<file path="config.mk">
export PLATFORM = sky130hd
export DESIGN_NAME = maze_player_ctrl_flat
export DESIGN_NICKNAME = d
export VERILOG_FILES = /design/src/rtl/maze_pkg.sv /design/src/rtl/maze_player_ctrl_if.sv /design/src/rtl/maze_dir_arbiter.sv /design/src/rtl/maze_player_ctrl.sv /design/src/flat_wrapper.sv
export SDC_FILE = /design/constraint.sdc
export NUM_CORES = 1
export LEC_CHECK = 0
export BUFFER_PORTS_ARGS = -buffer_cell sky130_fd_sc_hd__buf_4
export CAP_MARGIN = 25
export CORE_MARGIN = 1.5
export CORE_UTILIZATION = 42
export DETAILED_ROUTE_END_ITERATION = 8
export GPL_ROUTABILITY_DRIVEN = 0
export MAX_ROUTING_LAYER = met4
export PLACE_DENSITY = 0.72
export SLEW_MARGIN = 20
export SYNTH_ARGS = -nofsm -noshare
export SYNTH_HDL_FRONTEND = slang
export SYNTH_SLANG_ARGS = --single-unit
</file>
<file path="constraint.sdc">
create_clock -name Clk -period 1.9 [get_ports Clk]
set_input_delay 0.095 -clock Clk [delete_from_list [all_inputs] [get_ports Clk]]
set_output_delay 0.095 -clock Clk [all_outputs]
set_load 0.01 [all_outputs]
</file>
<file path="src/rtl/maze_pkg.sv">
// Shared definitions for the maze player controller: grid defaults, start/goal
// coordinates, direction and state encodings, and the wall-map cell index.
package maze_pkg;

  localparam int unsigned GRID_W_DEF  = 16;
  localparam int unsigned GRID_H_DEF  = 12;
  localparam int unsigned START_X_DEF = 0;
  localparam int unsigned START_Y_DEF = 0;
  localparam int unsigned GOAL_X_DEF  = 15;
  localparam int unsigned GOAL_Y_DEF  = 11;
  localparam int unsigned CNT_W_DEF   = 16;

  typedef enum logic [2:0] {
    DIR_NONE = 3'd0,
    DIR_U    = 3'd1,
    DIR_D    = 3'd2,
    DIR_L    = 3'd3,
    DIR_R    = 3'd4
  } dir_e;

  typedef enum logic [1:0] {
    ST_IDLE = 2'd0,
    ST_RD   = 2'd1,
    ST_CHK  = 2'd2,
    ST_DONE = 2'd3
  } state_e;

  // Row-major wall-map index
  function automatic int unsigned cell_index(input int unsigned x,
                                             input int unsigned y,
                                             input int unsigned w);
    return y * w + x;
  endfunction

endpackage

</file>
<file path="src/rtl/maze_player_ctrl_if.sv">
// Bus bundle between the player controller and its neighbours.
//   btn_*_pulse : one-cycle debounced button requests (in to controller)
//   wall_rd/addr: wall ROM read port, wall_data returns one cycle later
//   player_x/y, move_count, bump, level_done, busy : status to display logic
// master = controller side, slave = buttons/ROM/display side.
interface maze_player_ctrl_if import maze_pkg::*; #(
  parameter int unsigned GRID_W = GRID_W_DEF,
  parameter int unsigned GRID_H = GRID_H_DEF,
  parameter int unsigned CNT_W  = CNT_W_DEF
);
  localparam int unsigned AW = $clog2(GRID_W * GRID_H);
  localparam int unsigned XW = $clog2(GRID_W);
  localparam int unsigned YW = $clog2(GRID_H);

  logic             btn_u_pulse;
  logic             btn_d_pulse;
  logic             btn_l_pulse;
  logic             btn_r_pulse;
  logic             btn_c_pulse;
  logic             wall_rd;
  logic [AW-1:0]    wall_addr;
  logic             wall_data;
  logic [XW-1:0]    player_x;
  logic [YW-1:0]    player_y;
  logic [CNT_W-1:0] move_count;
  logic             bump;
  logic             level_done;
  logic             busy;

  modport master (
    input  btn_u_pulse, btn_d_pulse, btn_l_pulse, btn_r_pulse, btn_c_pulse,
    input  wall_data,
    output wall_rd, wall_addr, player_x, player_y, move_count, bump,
    output level_done, busy
  );

  modport slave (
    output btn_u_pulse, btn_d_pulse, btn_l_pulse, btn_r_pulse, btn_c_pulse,
    output wall_data,
    input  wall_rd, wall_addr, player_x, player_y, move_count, bump,
    input  level_done, busy
  );

endinterface

</file>
<file path="src/rtl/maze_dir_arbiter.sv">
// Combinational direction arbiter: priority U>D>L>R, computes the target cell
// one step away and flags targets that would leave the grid.
//   i_btn_*       : directional requests
//   i_x/i_y       : current player cell
//   o_dir_c       : winning direction (DIR_NONE if no request)
//   o_target_*_c  : target cell (equals current cell when out of bounds)
//   o_oob_c       : target lies outside the grid
module maze_dir_arbiter import maze_pkg::*; #(
  parameter int unsigned GRID_W = GRID_W_DEF,
  parameter int unsigned GRID_H = GRID_H_DEF,
  localparam int unsigned XW = $clog2(GRID_W),
  localparam int unsigned YW = $clog2(GRID_H)
) (
  input  logic          i_btn_u,
  input  logic          i_btn_d,
  input  logic          i_btn_l,
  input  logic          i_btn_r,
  input  logic [XW-1:0] i_x,
  input  logic [YW-1:0] i_y,
  output dir_e          o_dir_c,
  output logic [XW-1:0] o_target_x_c,
  output logic [YW-1:0] o_target_y_c,
  output logic          o_oob_c
);

  // Priority encode and bounds check; losers are simply dropped
  always_comb begin
    o_dir_c      = DIR_NONE;
    o_target_x_c = i_x;
    o_target_y_c = i_y;
    o_oob_c      = 1'b0;
    if (i_btn_u) begin
      o_dir_c = DIR_U;
      o_oob_c = (i_y == '0);
      if (!o_oob_c) o_target_y_c = i_y - YW'(1);
    end else if (i_btn_d) begin
      o_dir_c = DIR_D;
      o_oob_c = (i_y == YW'(GRID_H - 1));
      if (!o_oob_c) o_target_y_c = i_y + YW'(1);
    end else if (i_btn_l) begin
      o_dir_c = DIR_L;
      o_oob_c = (i_x == '0);
      if (!o_oob_c) o_target_x_c = i_x - XW'(1);
    end else if (i_btn_r) begin
      o_dir_c = DIR_R;
      o_oob_c = (i_x == XW'(GRID_W - 1));
      if (!o_oob_c) o_target_x_c = i_x + XW'(1);
    end
  end

endmodule

</file>
<file path="src/rtl/maze_player_ctrl.sv">
// Maze player controller: takes button pulses, checks the target cell against
// the wall ROM (1-cycle read latency) and moves the player, counting moves.
//   Clk, Reset : clock and synchronous active-high reset
//   bus        : button pulses, wall ROM port, and position/status outputs
module maze_player_ctrl import maze_pkg::*; #(
  parameter int unsigned GRID_W  = GRID_W_DEF,
  parameter int unsigned GRID_H  = GRID_H_DEF,
  parameter int unsigned START_X = START_X_DEF,
  parameter int unsigned START_Y = START_Y_DEF,
  parameter int unsigned GOAL_X  = GOAL_X_DEF,
  parameter int unsigned GOAL_Y  = GOAL_Y_DEF,
  parameter int unsigned CNT_W   = CNT_W_DEF
) (
  input  logic               Clk,
  input  logic               Reset,
  maze_player_ctrl_if.master bus
);

  localparam int unsigned AW = $clog2(GRID_W * GRID_H);
  localparam int unsigned XW = $clog2(GRID_W);
  localparam int unsigned YW = $clog2(GRID_H);

  state_e           r_state, w_state_nxt;
  logic [XW-1:0]    r_x, r_tx, w_x_nxt, w_tx_nxt;
  logic [YW-1:0]    r_y, r_ty, w_y_nxt, w_ty_nxt;
  logic [CNT_W-1:0] r_cnt, w_cnt_nxt;
  logic [AW-1:0]    r_addr, w_addr_nxt;
  logic             r_wall_rd, w_wall_rd_nxt;
  logic             r_bump, w_bump_nxt;
  logic             r_level_done, r_busy;

  dir_e             w_dir;
  logic [XW-1:0]    w_tgt_x;
  logic [YW-1:0]    w_tgt_y;
  logic             w_oob;
  logic             w_req;
  logic             w_goal_hit;

  maze_dir_arbiter #(
    .GRID_W (GRID_W),
    .GRID_H (GRID_H)
  ) u_arb (
    .i_btn_u      (bus.btn_u_pulse),
    .i_btn_d      (bus.btn_d_pulse),
    .i_btn_l      (bus.btn_l_pulse),
    .i_btn_r      (bus.btn_r_pulse),
    .i_x          (r_x),
    .i_y          (r_y),
    .o_dir_c      (w_dir),
    .o_target_x_c (w_tgt_x),
    .o_target_y_c (w_tgt_y),
    .o_oob_c      (w_oob)
  );

  assign w_req      = (w_dir != DIR_NONE);
  assign w_goal_hit = !bus.wall_data && (r_tx == XW'(GOAL_X)) && (r_ty == YW'(GOAL_Y));

  // State register
  always_ff @(posedge Clk) begin
    if (Reset) r_state <= ST_IDLE;
    else       r_state <= w_state_nxt;
  end

  // Next-state logic
  always_comb begin
    w_state_nxt = r_state;
    case (r_state)
      ST_IDLE: if (!bus.btn_c_pulse && w_req && !w_oob) w_state_nxt = ST_RD;
      ST_RD:   w_state_nxt = ST_CHK;
      ST_CHK:  w_state_nxt = w_goal_hit ? ST_DONE : ST_IDLE;
      ST_DONE: if (bus.btn_c_pulse) w_state_nxt = ST_IDLE;
      default: w_state_nxt = ST_IDLE;
    endcase
  end

  // Next values for the datapath and registered outputs; the ROM strobe is
  // launched on the IDLE->RD edge so it is high for exactly the RD cycle
  always_comb begin
    w_x_nxt       = r_x;
    w_y_nxt       = r_y;
    w_tx_nxt      = r_tx;
    w_ty_nxt      = r_ty;
    w_cnt_nxt     = r_cnt;
    w_addr_nxt    = r_addr;
    w_wall_rd_nxt = 1'b0;
    w_bump_nxt    = 1'b0;
    case (r_state)
      ST_IDLE, ST_DONE: begin
        if (bus.btn_c_pulse) begin
          w_x_nxt   = XW'(START_X);
          w_y_nxt   = YW'(START_Y);
          w_cnt_nxt = '0;
        end else if (r_state == ST_IDLE && w_req) begin
          if (w_oob) begin
            w_bump_nxt = 1'b1;
          end else begin
            w_tx_nxt      = w_tgt_x;
            w_ty_nxt      = w_tgt_y;
            w_wall_rd_nxt = 1'b1;
            w_addr_nxt    = AW'(cell_index(32'(w_tgt_x), 32'(w_tgt_y), GRID_W));
          end
        end
      end
      ST_CHK: begin
        if (bus.wall_data) begin
          w_bump_nxt = 1'b1;
        end else begin
          w_x_nxt = r_tx;
          w_y_nxt = r_ty;
          if (r_cnt != '1) w_cnt_nxt = r_cnt + CNT_W'(1);
        end
      end
      default: ;
    endcase
  end

  // Datapath and output registers
  always_ff @(posedge Clk) begin
    if (Reset) begin
      r_x          <= XW'(START_X);
      r_y          <= YW'(START_Y);
      r_tx         <= XW'(START_X);
      r_ty         <= YW'(START_Y);
      r_cnt        <= '0;
      r_addr       <= '0;
      r_wall_rd    <= 1'b0;
      r_bump       <= 1'b0;
      r_level_done <= 1'b0;
      r_busy       <= 1'b0;
    end else begin
      r_x          <= w_x_nxt;
      r_y          <= w_y_nxt;
      r_tx         <= w_tx_nxt;
      r_ty         <= w_ty_nxt;
      r_cnt        <= w_cnt_nxt;
      r_addr       <= w_addr_nxt;
      r_wall_rd    <= w_wall_rd_nxt;
      r_bump       <= w_bump_nxt;
      r_level_done <= (w_state_nxt == ST_DONE);
      r_busy       <= (w_state_nxt != ST_IDLE);
    end
  end

  assign bus.wall_rd    = r_wall_rd;
  assign bus.wall_addr  = r_addr;
  assign bus.player_x   = r_x;
  assign bus.player_y   = r_y;
  assign bus.move_count = r_cnt;
  assign bus.bump       = r_bump;
  assign bus.level_done = r_level_done;
  assign bus.busy       = r_busy;

endmodule

</file>
<file path="src/flat_wrapper.sv">
// flat-port wrapper written by rule: the top's interface ports become plain ports
module maze_player_ctrl_flat import maze_pkg::*;
#(
  parameter int unsigned GRID_W  = GRID_W_DEF,
  parameter int unsigned GRID_H  = GRID_H_DEF,
  parameter int unsigned START_X = START_X_DEF,
  parameter int unsigned START_Y = START_Y_DEF,
  parameter int unsigned GOAL_X  = GOAL_X_DEF,
  parameter int unsigned GOAL_Y  = GOAL_Y_DEF,
  parameter int unsigned CNT_W   = CNT_W_DEF
)
  (Clk, Reset, bus_btn_u_pulse, bus_btn_d_pulse, bus_btn_l_pulse, bus_btn_r_pulse, bus_btn_c_pulse, bus_wall_data, bus_wall_rd, bus_wall_addr, bus_player_x, bus_player_y, bus_move_count, bus_bump, bus_level_done, bus_busy);
  maze_player_ctrl_if #(.GRID_W(GRID_W), .GRID_H(GRID_H), .CNT_W(CNT_W)) bus_i ();
  input  logic Clk;
  input  logic Reset;
  input wire logic [$bits(bus_i.btn_u_pulse)-1:0] bus_btn_u_pulse;
  input wire logic [$bits(bus_i.btn_d_pulse)-1:0] bus_btn_d_pulse;
  input wire logic [$bits(bus_i.btn_l_pulse)-1:0] bus_btn_l_pulse;
  input wire logic [$bits(bus_i.btn_r_pulse)-1:0] bus_btn_r_pulse;
  input wire logic [$bits(bus_i.btn_c_pulse)-1:0] bus_btn_c_pulse;
  input wire logic [$bits(bus_i.wall_data)-1:0] bus_wall_data;
  output wire logic [$bits(bus_i.wall_rd)-1:0] bus_wall_rd;
  output wire logic [$bits(bus_i.wall_addr)-1:0] bus_wall_addr;
  output wire logic [$bits(bus_i.player_x)-1:0] bus_player_x;
  output wire logic [$bits(bus_i.player_y)-1:0] bus_player_y;
  output wire logic [$bits(bus_i.move_count)-1:0] bus_move_count;
  output wire logic [$bits(bus_i.bump)-1:0] bus_bump;
  output wire logic [$bits(bus_i.level_done)-1:0] bus_level_done;
  output wire logic [$bits(bus_i.busy)-1:0] bus_busy;
  assign bus_i.btn_u_pulse = bus_btn_u_pulse;
  assign bus_i.btn_d_pulse = bus_btn_d_pulse;
  assign bus_i.btn_l_pulse = bus_btn_l_pulse;
  assign bus_i.btn_r_pulse = bus_btn_r_pulse;
  assign bus_i.btn_c_pulse = bus_btn_c_pulse;
  assign bus_i.wall_data = bus_wall_data;
  assign bus_wall_rd = bus_i.wall_rd;
  assign bus_wall_addr = bus_i.wall_addr;
  assign bus_player_x = bus_i.player_x;
  assign bus_player_y = bus_i.player_y;
  assign bus_move_count = bus_i.move_count;
  assign bus_bump = bus_i.bump;
  assign bus_level_done = bus_i.level_done;
  assign bus_busy = bus_i.busy;
  maze_player_ctrl #(.GRID_W(GRID_W), .GRID_H(GRID_H), .START_X(START_X), .START_Y(START_Y), .GOAL_X(GOAL_X), .GOAL_Y(GOAL_Y), .CNT_W(CNT_W)) u_core (.Clk(Clk), .Reset(Reset), .bus(bus_i));
endmodule
</file>
==> results_dict.tcl <==
set metrics [dict create \
    antennaDiodeCount 0 \
    critical_path_class "register to register" \
    leakage_uw 0.00110 \
    core.rowCount 25 \
    area_growth_pct 36.1 \
    syn-instance-count 264 \
    cts_root_buffer "clkbuf_8" \
    power_frac_seq 0.524 \
    setup_violations 0 \
    port_buffers 43 \
    wl_um 5490 \
    postSynth.asyncResetShare 0 \
    synth_top_area_share 0.359 \
    synth_top_cell_by_area "dfxtp_1" \
    ys_ff_latch 38 \
    hp-class "input port to register" \
    grt_usage 0.220 \
    ys.flop_type "dfxtp_1" \
    syn_nets 282 \
    first_pass_iters 4 \
    fin_crit_ns 1.81 \
    drcViolationCount 0 \
    layout_commonest_cell "buf_4" \
    clkPwrFrac 0.331 \
    synth.distinct_cells 45 \
    clock-sinks 38 \
    tightest_slew_ns 0.575 \
    hold_viol 0 \
    post-route-period-util 0.955 \
    drtIter0Drc 113 \
    ios 44 \
    dieArea_mm2 0.00548 \
    max_slew_margin 0.616 \
    layout-drive-gt1-share 0.307 \
    hold_slack_ns 0.141 \
    clkSlewWorstSetupHoldPaths_ns 0.07 \
    dpl.hpwl_um 3890 \
    die_h_um 74.0 \
    overflow 0 \
    grt_max_degree 24 \
    clockBufferDepth 2 \
    yosys_warnings 0 \
    cts-buffers-inserted 5 \
    post_drt_wl_per_cell_um 14.0 \
    irDropWorstVdd_mv 0.489 \
    switchingPower_uw 403 \
    start_util 0.443 \
    totalPowerFinal_uw 1570 \
    power_density_mw_per_mm2 543 \
    netlist_area_mm2 0.00212 \
    cp.required_ns 2.08 \
    via_count 2153 \
    comb_power_share 0.144 \
    ant_nets 0 \
    p_int_uw 1160 \
    cts_tree "done" \
    htreeDepth 2 \
    grt_pass1_vias 1907 \
    antenna_found_initial 0 \
    fin_skew_ns 0.00532 \
    fin_nets 344 \
    seq_area_frac_synth 0.359 \
    crit_fanout 7 \
    synth_edf_count 0 \
    arrival_ns 2.00 \
    status "completed" \
    coreArea_mm2 0.00479 \
    clock_latency_ns 0.29 \
    switching_share 0.257 \
    slew_viol_final 0 \
    mostFrequentLayoutCells "buf_4 (65), dfxtp_1 (34), nor2_1 (32), nand2_1 (26), a21oi_1 (24)" \
    viasPerCell 5.48 \
    die_x_um 74.0 \
    max_freq_mhz 551 \
    ys_top_cells_by_area "dfxtp_1 (36%), a21oi_1 (5.9%), ha_1 (5.9%), nor2_1 (5.8%), xnor2_1 (5.0%)" \
    cp-start-kind "register" \
    critPathCaptureType "register" \
    drv_cap 0 \
    postSynthAreaPerCell_um2 8.03 \
    grt_pass1_wl_um 9080 \
]
[cells by family after synthesis]
kind of cell    share of synthesized area
xor+xnor                           0.0496
compound gates                      0.175
mux                                0.0195
fa+ha+maj                          0.0590
flops                               0.359
simple gates                        0.298
buf+inv                            0.0407
[routing by layer]
layer | share of wire | vias to the layer above | track usage
li1 | - | 1071 | -
met1 | 0.46 | 1022 | 0.289
met3 | 0.056 | 6 | 0.0542
met4 | 0.0077 | 0 | 0.0535
met2 | 0.48 | 54 | 0.339
met5 | 0 | - | -
[sequential cells by signal (all words and copies together) (netlist names)]
register               cells
u_core.bus.move_count     16
u_core.bus.busy            1
u_core.bus.wall_addr       8
u_core.bus.bump            1
u_core.bus.player_y        4
u_core.r_state             2
u_core.bus.player_x        4
u_core.bus.level_done      1
u_core.bus.wall_rd         1
[power groups by stage]
stage / clock [uW] / sequential (uW) / combinational, uW
finish: 519 / 821 / 226
global placement: 0 / 842 / 198
floorplan: 0 / 847 / 113
global route: 566 / 823 / 247
detailed placement: 0 / 842 / 204
CTS: 530 / 824 / 218
[Yosys cell counts (6+ instances only)]
cell type,instances
nor2_1,33
nand3b_1,6
nor3_1,13
nand3_1,10
clkbuf_1,7
xnor2_1,12
nand2_1,26
a21oi_1,25
dfxtp_1,38
ha_1,10
nand4_1,6
inv_1,9
o21ai_0,9
[worst max-delay path, cell delays in order (launching register included)]
cell and delay [ns]:
dfxtp_1 0.51, nor2_1 0.14, a311oi_4 0.37, nor2_1 0.13, o41ai_1 0.33, buf_4 0.18, nand2b_1 0.05
[layout make-up]
type	instances	area, um2
sequential	38	771
multi-input combinational	206	1420
tap	67	83.8
inverter	9	33.8
clock buffer	7	76.3
fill	443	1900
timing repair buffer	66	499
[through the flow]
step | instance area [um2] | std cells | worst slack, ns | setup TNS [ns] | util
floorplan | 2130 | 264 | 0.00363 | 0 | -
global placement | 2630 | 383 | -0.0371 | -0.0634 | 0.550
detailed placement | 2630 | 383 | -0.128 | -1.19 | 0.550
CTS | 2780 | 391 | -0.00291 | -0.00291 | 0.580
global route | 2890 | 393 | -0.0192 | -0.0505 | 0.603
finish | 2890 | 393 | 0.0860 | 0 | 0.603
[repair_timing]
| item | 4_1_cts | 5_1_grt |
|---|---|---|
| resized for setup | 12 | 20 |
| setup endpoints to repair | 18 | 22 |
| pin swaps | 0 | 5 |
| buffers inserted | 1 | 2 |
| hold buffers | 0 | 0 |
[final timing paths]
path	from	endpoint	slack (ns)	depth (start not counted)
setup reg to reg	u_core.bus.player_y[2]	u_core.bus.busy	0.09	6
setup / recovery	u_core.bus.player_y[2]	u_core.bus.busy	0.09	6
hold / removal	Reset	u_core.bus.player_x[0]	0.14	2
hold reg to reg	u_core.bus.wall_addr[6]	u_core.bus.wall_addr[6]	0.50	2
(Power assumes the default switching activity.)
